==> src/rtl/main_mem_line_ctrl_pkg.sv <==
// -----------------------------------------------------------------------------
// main_mem_line_ctrl_pkg
//   Shared constants and types for the main-memory line controller.
//   Holds the cache-line geometry and the word width of the backing memory.
//   It also holds the controller state encoding.
//
//   Contents
//     BYTES_PER_LINE    line size in bytes
//     MAIN_MEM_LINE_AW  line address width
//     LINE_W            line width in bits
//     WORD_W            default backing-memory word width
//     WORDS_PER_LINE    beats per line at the default word width
//     mm_state_t        controller states IDLE / WR / RD / ACK
// -----------------------------------------------------------------------------
package main_mem_line_ctrl_pkg;

    localparam int BYTES_PER_LINE   = 16;
    localparam int MAIN_MEM_LINE_AW = 10;
    localparam int LINE_W           = BYTES_PER_LINE * 8;

    localparam int WORD_W         = 32;
    localparam int WORDS_PER_LINE = LINE_W / WORD_W;

    typedef enum logic [1:0] {
        IDLE = 2'd0,
        WR   = 2'd1,
        RD   = 2'd2,
        ACK  = 2'd3
    } mm_state_t;

endpackage : main_mem_line_ctrl_pkg

==> src/rtl/main_mem_line_ctrl.sv <==
// -----------------------------------------------------------------------------
// main_mem_line_ctrl
//   Takes the single granted line request from the main-memory arbiter. It
//   serialises a cache-line write and/or read into WORD_W-wide beats on a word
//   memory port. It returns the assembled read line on rdata_o. One ack_o pulse
//   completes each request. When a write and a read arrive together (eviction
//   plus fill), the full write is issued before the first read beat.
//
//   Ports
//     clk           clock
//     reset         synchronous, active-high reset
//     wcyc_i        line write request
//     rcyc_i        line read request
//     waddr_i       write line address
//     raddr_i       read line address
//     wdata_i       write line data (word 0 in the LSBs)
//     ack_o         one-cycle completion pulse back to the arbiter
//     rdata_o       assembled read line, valid from ack_o until the next accept
//     mem_req_o     word access request
//     mem_we_o      1 = write beat, 0 = read beat
//     mem_addr_o    word address {line_addr, beat}
//     mem_wdata_o   write word
//     mem_ready_i   beat accepted when mem_req_o & mem_ready_i
//     mem_rvalid_i  read word returned (in order, at least one cycle after accept)
//     mem_rdata_i   read word
// -----------------------------------------------------------------------------
module main_mem_line_ctrl
    import main_mem_line_ctrl_pkg::*;
#(
    parameter int WORD_W = main_mem_line_ctrl_pkg::WORD_W
) (
    input  logic                                  clk,
    input  logic                                  reset,

    input  logic                                  wcyc_i,
    input  logic                                  rcyc_i,
    input  logic [MAIN_MEM_LINE_AW-1:0]           waddr_i,
    input  logic [MAIN_MEM_LINE_AW-1:0]           raddr_i,
    input  logic [LINE_W-1:0]                     wdata_i,
    output logic                                  ack_o,
    output logic [LINE_W-1:0]                     rdata_o,

    output logic                                  mem_req_o,
    output logic                                  mem_we_o,
    output logic [MAIN_MEM_LINE_AW+$clog2(LINE_W/WORD_W)-1:0] mem_addr_o,
    output logic [WORD_W-1:0]                     mem_wdata_o,
    input  logic                                  mem_ready_i,
    input  logic                                  mem_rvalid_i,
    input  logic [WORD_W-1:0]                     mem_rdata_i
);

    localparam int N  = LINE_W / WORD_W;
    localparam int BW = $clog2(N);
    localparam int CW = BW + 1;
    localparam int AW = MAIN_MEM_LINE_AW;

    // Counters carry one extra bit so "all N beats done" is representable
    // without wrapping back to zero.
    localparam logic [CW-1:0] N_C    = CW'(N);
    localparam logic [CW-1:0] LAST_C = CW'(N - 1);
    localparam logic [CW-1:0] ONE_C  = CW'(1);

    typedef logic [N-1:0][WORD_W-1:0] line_words_t;

    mm_state_t   state_q,   state_d;
    logic [AW-1:0] waddr_q, waddr_d;
    logic [AW-1:0] raddr_q, raddr_d;
    line_words_t wdata_q,   wdata_d;
    line_words_t rdata_q,   rdata_d;
    logic        pend_rd_q, pend_rd_d;
    logic [CW-1:0] wr_cnt_q,  wr_cnt_d;   // write beats accepted
    logic [CW-1:0] iss_cnt_q, iss_cnt_d;  // read beats accepted
    logic [CW-1:0] rcv_cnt_q, rcv_cnt_d;  // read words received

    assign rdata_o = rdata_q;

    // -------------------------------------------------------------------------
    // Next-state and output logic
    // -------------------------------------------------------------------------
    always_comb begin
        // NOTE: every signal gets a default before the case so that no path
        // leaves one unassigned; an unassigned path would infer a latch.
        state_d     = state_q;
        waddr_d     = waddr_q;
        raddr_d     = raddr_q;
        wdata_d     = wdata_q;
        rdata_d     = rdata_q;
        pend_rd_d   = pend_rd_q;
        wr_cnt_d    = wr_cnt_q;
        iss_cnt_d   = iss_cnt_q;
        rcv_cnt_d   = rcv_cnt_q;

        ack_o       = 1'b0;
        mem_req_o   = 1'b0;
        mem_we_o    = 1'b0;
        mem_addr_o  = '0;
        mem_wdata_o = '0;

        unique case (state_q)
            IDLE: begin
                if (wcyc_i || rcyc_i) begin
                    // The request is latched here, so the arbiter may change
                    // its inputs freely once the transfer is under way.
                    waddr_d   = waddr_i;
                    raddr_d   = raddr_i;
                    wdata_d   = wdata_i;
                    pend_rd_d = rcyc_i;
                    wr_cnt_d  = '0;
                    iss_cnt_d = '0;
                    rcv_cnt_d = '0;
                    state_d   = wcyc_i ? WR : RD;
                end
            end

            WR: begin
                // Address and data depend only on registered state. They
                // therefore hold steady while mem_ready_i stalls the beat.
                mem_req_o   = 1'b1;
                mem_we_o    = 1'b1;
                mem_addr_o  = {waddr_q, wr_cnt_q[BW-1:0]};
                mem_wdata_o = wdata_q[wr_cnt_q[BW-1:0]];
                if (mem_ready_i) begin
                    wr_cnt_d = wr_cnt_q + ONE_C;
                    if (wr_cnt_q == LAST_C) begin
                        state_d = pend_rd_q ? RD : ACK;
                    end
                end
            end

            RD: begin
                // Issue and receive run independently. Beats keep issuing
                // while earlier words are still in flight.
                if (iss_cnt_q < N_C) begin
                    mem_req_o  = 1'b1;
                    mem_addr_o = {raddr_q, iss_cnt_q[BW-1:0]};
                    if (mem_ready_i) begin
                        iss_cnt_d = iss_cnt_q + ONE_C;
                    end
                end
                if (mem_rvalid_i && (rcv_cnt_q < N_C)) begin
                    rdata_d[rcv_cnt_q[BW-1:0]] = mem_rdata_i;
                    rcv_cnt_d = rcv_cnt_q + ONE_C;
                    if (rcv_cnt_q == LAST_C) begin
                        state_d = ACK;
                    end
                end
            end

            ACK: begin
                ack_o   = 1'b1;
                state_d = IDLE;
            end

            default: begin
                state_d = IDLE;
            end
        endcase
    end

    // -------------------------------------------------------------------------
    // State register
    // -------------------------------------------------------------------------
    // NOTE: sequential state uses non-blocking assignments only. All registers
    // then update together from the values the combinational block computed.
    always_ff @(posedge clk) begin
        if (reset) begin
            state_q   <= IDLE;
            waddr_q   <= '0;
            raddr_q   <= '0;
            wdata_q   <= '0;
            // NOTE: the read line buffer is cleared on reset even though it is
            // storage. After reset, rdata_o must read as zero rather than
            // return the line of an abandoned transfer.
            rdata_q   <= '0;
            pend_rd_q <= 1'b0;
            wr_cnt_q  <= '0;
            iss_cnt_q <= '0;
            rcv_cnt_q <= '0;
        end else begin
            state_q   <= state_d;
            waddr_q   <= waddr_d;
            raddr_q   <= raddr_d;
            wdata_q   <= wdata_d;
            rdata_q   <= rdata_d;
            pend_rd_q <= pend_rd_d;
            wr_cnt_q  <= wr_cnt_d;
            iss_cnt_q <= iss_cnt_d;
            rcv_cnt_q <= rcv_cnt_d;
        end
    end

endmodule : main_mem_line_ctrl

==> config.mk <==
export PLATFORM = sky130hd
export DESIGN_NAME = main_mem_line_ctrl
export DESIGN_NICKNAME = d
export VERILOG_FILES = /design/src/rtl/main_mem_line_ctrl_pkg.sv /design/src/rtl/main_mem_line_ctrl.sv
export SDC_FILE = /design/constraint.sdc
export NUM_CORES = 1
export LEC_CHECK = 0
export ABC_AREA = 1
export BUFFER_PORTS_ARGS = -buffer_cell sky130_fd_sc_hd__buf_2
export CORE_ASPECT_RATIO = 1.5
export CORE_MARGIN = 3
export CORE_UTILIZATION = 30
export CTS_BUF_LIST = sky130_fd_sc_hd__clkbuf_8
export CTS_CLUSTER_SIZE = 12
export DETAILED_ROUTE_END_ITERATION = 7
export GPL_ROUTABILITY_DRIVEN = 0
export HOLD_SLACK_MARGIN = 0.15
export PLACE_DENSITY = 0.63
export SLEW_MARGIN = 5
export SYNTH_ARGS = -nofsm -noshare
export SYNTH_HDL_FRONTEND = slang
export SYNTH_SLANG_ARGS = --single-unit
==> constraint.sdc <==
create_clock -name clk -period 2.5 [get_ports clk]
set_clock_uncertainty 0.1 [all_clocks]
set_input_delay 0.5 -clock clk [delete_from_list [all_inputs] [get_ports clk]]
set_output_delay 0.5 -clock clk [all_outputs]
set_load 0.02 [all_outputs]
==> results of run 1 <==
metal layers:
metal  track usage  vias up
li1              -     6072
met1        0.2241     5812
met2        0.3663      656
met3       0.06226      164
met4        0.1138        4
met5             0        -
sequential cells by signal, indices dropped and copies added, names as in the netlist:
name,count
rdata_o,128
wdata_q,128
raddr_q,10
waddr_q,10
iss_cnt_q,3
rcv_cnt_q,3
wr_cnt_q,3
state_q,2
pend_rd_q,1
Yosys cell counts:
cell type | number | share of area
nor2_1 | 441 | 0.15
dfxtp_1 | 288 | 0.51
o21ai_0 | 231 | 0.10
a21oi_1 | 182 | 0.080
o21ai_1 | 112 | 0.050
clkbuf_1 | 72 | 0.024
inv_1 | 62 | 0.021
nand2_1 | 51 | 0.017
buf_2 | 22 | 0.0097
nand3_1 | 20 | 0.0088
ha_1 | 13 | 0.014
buf_4 | 12 | 0.0080
buf_1 | 11 | 0.0036
nor2_4 | 4 | 0.0040
clkinv_1 | 2 | 0.00066
nand3_2 | 1 | 0.00088
o21ai_2 | 1 | 0.00077
repair_timing:
item | CTS | global route
endpoints found under the hold margin | 256 | 0
setup buffers | 5 | 5
pin swaps | 4 | 11
gates resized for setup | 70 | 150
endpoints found under the setup margin | 42 | 45
gates cloned | 2 | 14
hold buffers | 171 | 0
final timing paths:
| check | to | slack (ns) |
|---|---|---|
| max | mem_wdata_o[23] | -0.02 |
| min | wdata_q[25]$_SDFFE_PP0P_ | 0.18 |
| max reg2reg | rdata_o[14]$_SDFFE_PP0P_ | 0.57 |
| min reg2reg | wr_cnt_q[2]$_SDFFE_PP0P_ | 0.38 |
power groups by stage:
stage          logic (mW)  registers, mW  clock network (mW)
2_1_floorplan        3.92           6.27                   0
3_3_place_gp         6.07           6.23                   0
3_5_place_dp         6.17           6.26                   0
4_1_cts              6.84           6.20                4.68
5_1_grt              8.94           6.35                4.87
6_report             8.19           6.26                4.56
layout make-up:
type / instances / area share
Multi-Input combinational cell: 1056 / 0.2948
Inverter: 64 / 0.01531
Sequential cell: 288 / 0.3305
Tap cell: 484 / 0.03464
Clock inverter: 31 / 0.01546
Clock buffer: 57 / 0.04487
Timing Repair Buffer: 586 / 0.2634
Antenna cell: 7 / 0.001002
per-stage QoR:
step,util,instances
6_report,0.4724,2573
5_1_grt,0.4723,2572
4_1_cts,0.4498,2548
3_5_place_dp,0.3682,2282
3_3_place_gp,0.3682,2282
2_1_floorplan,-,1525
cell families (layout without fill, tap and decap cells):
family	after synthesis	in the layout	synth area share
and+or+nand+nor	517	517	0.1769
buffers and inverters	181	738	0.06644
DFF	288	288	0.5094
AOI/OAI and AO/OA	526	526	0.2329
adders and majority gates	13	13	0.01437
other	0	7	0
tightest hold or removal path: cells and delay by family:
| kind | cells | cell delay (ns) |
|---|---|---|
| AO/OA/AOI/OAI | 1 | 0.12 |
| buffers and inverters | 1 | 0.10 |
| AND/OR/NAND/NOR | 1 | 0.09 |
==> summary.txt, run 1 <==
Status
  – Outcome: complete, but fails checks
  – Failing checks: negative setup slack

Critical path
  – CP max stage cell: dfxtp_4
  – Crit path capture type: output port
  – Worst Path Max Fanout: 20
  – Reg2Reg Depth: 8
  – Critical path's largest stage delay: 0.37 ns
  – CP Class: reg -> out
  – CP startpoint kind: register
  – WP data required: 1.90 ns
  – WP buf/inv: 4
  – Critical path data arrival time: 1.92 ns
  – Critical R2R Launch: state_q[1]$_SDFFE_PP0P_
  – Top Family by Delay on Critical Path: buffers and inverters
  – Crit path cell chain: buf_12 -> inv_8 -> clkbuf_16 -> o21ai_1 -> a21oi_2 -> buf_4
  – Worst path depth: 6
  – Worst Setup SP: wr_cnt_q[0]$_SDFFE_PP0P_

Final layout
  – Commonest non-fill, non-tap cell in the layout: nor2_1
  – Number of fillers in the final layout: 3535
  – Fraction of layout instances using a drive strength above 1: 0.2719
  – Multi-input combinational cell area: 0.005155 mm2
  – Commonest non-fill, non-tap cells in the layout: nor2_1, buf_2, dfxtp_1
  – Register area: 0.005778 mm2
  – NumNets Final: 2242
  – Area growth syn-to-layout: 54.48%
  – Fin area: 0.01748 mm2

CTS
  – CTS clk-pin slew, worst paths: 0.06 ns
  – CTS tree: built
  – Clk sink count: 288
  – Root buf cell: clkbuf_8
  – CTS Buf Count: 47
  – CTS Buffer Depth: 3
  – CTS H-tree depth: 2
  – Clk_lat worst skew: 0.57 ns

Drt
  – Remaining DRCs: 0
  – Wire length per cell: 18.02 um
  – WL met2: 22600 um
  – Highest metal used: met5
  – Vias: 12710
  – Drt first pass iters: 6
  – Met3 wire length: 3969 um
  – Initial drt markers: 987
  – Final ANT Viol Nets: 0
  – Wirelength, routed: 46360 um
  – Vias per cell: 4.939
  – WL met1: 16980 um

Floorplan
  – Die height: 243.9 um
  – Ports: 361
  – FP Rows: 86
  – Die W: 164.6 um
  – Core Box Area: 0.03702 mm2
  – DIE AREA: 0.04014 mm2
  – Starting Density: 0.3058

Power
  – Sequential Power Share: 0.329
  – Clock Power Share: 0.240
  – Pwr Density: 1087 mW/mm2
  – Leak: 7.924 nW
  – Maximum VDD drop: 0.5098 mV
  – Net Switching: 7.648 mW
  – Pint: 11.36 mW
  – Sw Share: 0.4024
  – Combinational Power Share: 0.431
  – Total power: 19.01 mW

Placement
  – DP Area: 0.01363 mm2
  – Worst slack, placed: 0.4596 ns
  – Count of port buffers added during placement: 360
  – Detailed placement HPWL: 29760 um

Logic synthesis
  – Synthesized area per cell: 7.422 um2
  – Register area share after synthesis: 0.5094
  – #FFs+latches synth: 288
  – Syn_nets: 1724
  – Yosys warnings: 0
  – Yosys cell types: 17
  – Synth Cell Area: 0.01132 mm2
  – Synth Instances: 1525

Timing
  – Endpoints failing hold: 0
  – Setup TNS Final: -0.02764 ns
  – Worst Slack Setup Final: -0.01690 ns
  – Final worst-path cycle share: 1.007
  – Setup violators final: 3
  – Final Critical Period: 2.517 ns
  – Final Max Tran Viols: 0
  – Worst hold slack: 0.1786 ns
  – Worst Max-Slew Pin Slew: 0.4646 ns
  – Fmax: 0.3973 GHz
  – Unrepaired setup endpoints after global routing: true
  – Slew margin rel.: 0.6903

Global routing
  – GRT Util Overall: 0.2099
  – Grt ovf: 0
  – Global-route wire length before repair: 66870 um
  – Initial antenna violation count: 9
  – Pin count of the biggest net entering global routing: 86
  – Vias in the first global route: 12550

Hold path
  – HP Start: wdata_i[25]
  – Hold Path Class: in -> reg
  – Min-Delay Path Depth: 3

Flow run
  – Max_cap viols: 0
(Power assumes the default switching activity.)
==> run 2: changes to the inputs <==
- SKIP_LAST_GASP: default -> 1
==> summary.txt, run 2 (synthesis gave the netlist of run 1 again) <==
Timing
  – Fmax: 0.3962 GHz
  – Unrepaired setup endpoints after global routing: true
  – Worst Slack Setup Final: -0.02416 ns
  – Slew margin rel.: 0.6941
  – Setup violators final: 4
  – Endpoints failing hold: 0
  – Final Max Tran Viols: 0
  – Worst Max-Slew Pin Slew: 0.4588 ns
  – Final worst-path cycle share: 1.010
  – Final Critical Period: 2.524 ns

Floorplan
  – Starting Density: 0.3058
  – Ports: 361
  – FP Rows: 86
  – DIE AREA: 0.04014 mm2
  – Core Box Area: 0.03702 mm2
  – Die height: 243.9 um
  – Die W: 164.6 um

Global routing
  – Vias in the first global route: 12550
  – Grt ovf: 0
  – Initial antenna violation count: 9
  – Pin count of the biggest net entering global routing: 86
  – Global-route wire length before repair: 66870 um
  – GRT Util Overall: 0.2099

Final layout
  – Fin area: 0.01704 mm2
  – Layout Cells excl Fill: 2564
  – Fraction of layout instances using a drive strength above 1: 0.2542
  – Commonest non-fill, non-tap cells in the layout: nor2_1, buf_2, dfxtp_1
  – Area growth syn-to-layout: 50.54%
  – NumNets Final: 2233
  – Number of fillers in the final layout: 3601
  – Commonest non-fill, non-tap cell in the layout: nor2_1

Hold path
  – Hold Path Class: in -> reg

Placement
  – Post-Place Cells: 2282
  – DP Area: 0.01363 mm2
  – Count of port buffers added during placement: 360
  – Detailed placement HPWL: 29760 um

CTS
  – Clk sink count: 288
  – Clk_lat worst skew: 0.57 ns
  – CTS Buf Count: 47
  – Root buf cell: clkbuf_8
  – CTS Buffer Depth: 3
  – CTS tree: built
  – CTS clk-pin slew, worst paths: 0.06 ns
  – CTS H-tree depth: 2

Power
  – Maximum VDD drop: 0.5176 mV
  – Leak: 7.801 nW
  – Pwr Density: 1071 mW/mm2

Critical path
  – CP startpoint kind: register
  – Worst Path Max Fanout: 5
  – CP Class: reg -> out
  – Critical path data arrival time: 1.92 ns
  – Crit path capture type: output port
  – WP data required: 1.90 ns

Drt
  – Final ANT Viol Nets: 0
  – Vias per cell: 4.869
  – Wire length per cell: 17.55 um
  – Remaining DRCs: 0
  – Vias: 12480
  – Wirelength, routed: 45000 um
  – Drt first pass iters: 6
  – Initial drt markers: 1087

Flow run
  – Max_cap viols: 0

Status
  – Failing checks: negative setup slack
  – Outcome: complete, but fails checks
==> run 2: changes by cell type in the layout (fill, tap and decap cells not counted), moves of 2 or more <==
| cell | previous run | this run |
|---|---|---|
| a21oi_4 | 12 | 2 |
| o21ai_2 | 14 | 8 |
| buf_2 | 315 | 317 |
| clkbuf_16 | 11 | 6 |
| a21oi_1 | 141 | 160 |
| o21ai_1 | 146 | 138 |
| a21oi_2 | 29 | 20 |
| nor2_1 | 436 | 440 |
| buf_4 | 39 | 59 |
| nor2_2 | 5 | 1 |
| o21ai_0 | 183 | 197 |
| buf_6 | 29 | 3 |
==> run 2: final timing paths <==
check,from,endpoint,slack [ns],cells past startpoint
worst max-delay path,wr_cnt_q[0]$_SDFFE_PP0P_,mem_wdata_o[27],-0.02,7
worst max register to register,state_q[0]$_SDFFE_PP0P_,rdata_o[114]$_SDFFE_PP0P_,0.58,8
worst min register to register,pend_rd_q$_SDFFE_PP0P_,pend_rd_q$_SDFFE_PP0P_,0.37,2
worst min-delay path,wdata_i[25],wdata_q[25]$_SDFFE_PP0P_,0.18,3
==> run 2: metal layers <==
layer	wire (um)	track usage	vias up
li1	-	-	6051
met1	16710	0.2241	5708
met2	22190	0.3663	579
met3	3681	0.06226	142
met4	2386	0.1138	4
met5	27	0	-
==> run 2: critical path, stage by stage, from the launching register on <==
cell       delay, ns
dfxtp_4         0.40
buf_12          0.14
clkbuf_16       0.14
nor2_1          0.04
nor2_2          0.13
o21ai_0         0.15
a21oi_2         0.20
buf_4           0.17
==> run 2: area by class of cell <==
class | instances | area (um2) | area share
well taps | 484 | 605.6 | 0.03554
clock buffers | 57 | 784.5 | 0.04604
flip-flops and latches | 288 | 5778 | 0.3391
inverters | 64 | 259.0 | 0.01520
repair buffers | 577 | 4348 | 0.2552
diodes | 7 | 17.52 | 0.001028
clock inverters | 31 | 270.3 | 0.01586
multi-input cells | 1056 | 4976 | 0.2920
==> run 2: timing repair <==
item,4_1_cts,5_1_grt
hold endpoints to repair,256,0
buffers inserted,5,3
gates cloned,2,7
pin swaps,2,6
gates resized for setup,65,72
endpoints found under the setup margin,42,45
hold buffers,171,0
==> run 2: stage by stage <==
stage / setup slack (ns) / hold slack, ns / utilization / power, mW / TNS (ns)
6_report: -0.02416 / 0.1795 / 0.4603 / 18.24 / -0.06901
5_1_grt: -0.1096 / 0.1631 / 0.4602 / 19.40 / -2.078
4_1_cts: -0.03531 / 0.1532 / 0.4498 / 17.71 / -0.5786
3_5_place_dp: 0.4596 / 0.3670 / 0.3682 / 12.42 / 0
3_3_place_gp: 0.4876 / 0.3399 / 0.3682 / 12.30 / 0
2_1_floorplan: 0.2466 / 0.3293 / - / 10.19 / 0
==> run 2: where the power goes <==
group / switching (mW) / total [mW] / leakage [nW] / internal, mW
Clock: 1.96 / 4.56 / 0.596 / 2.60
Combinational: 4.65 / 7.44 / 4.84 / 2.79
Sequential: 0.628 / 6.24 / 2.36 / 5.61
Total: 7.24 / 18.2 / 7.80 / 11.0
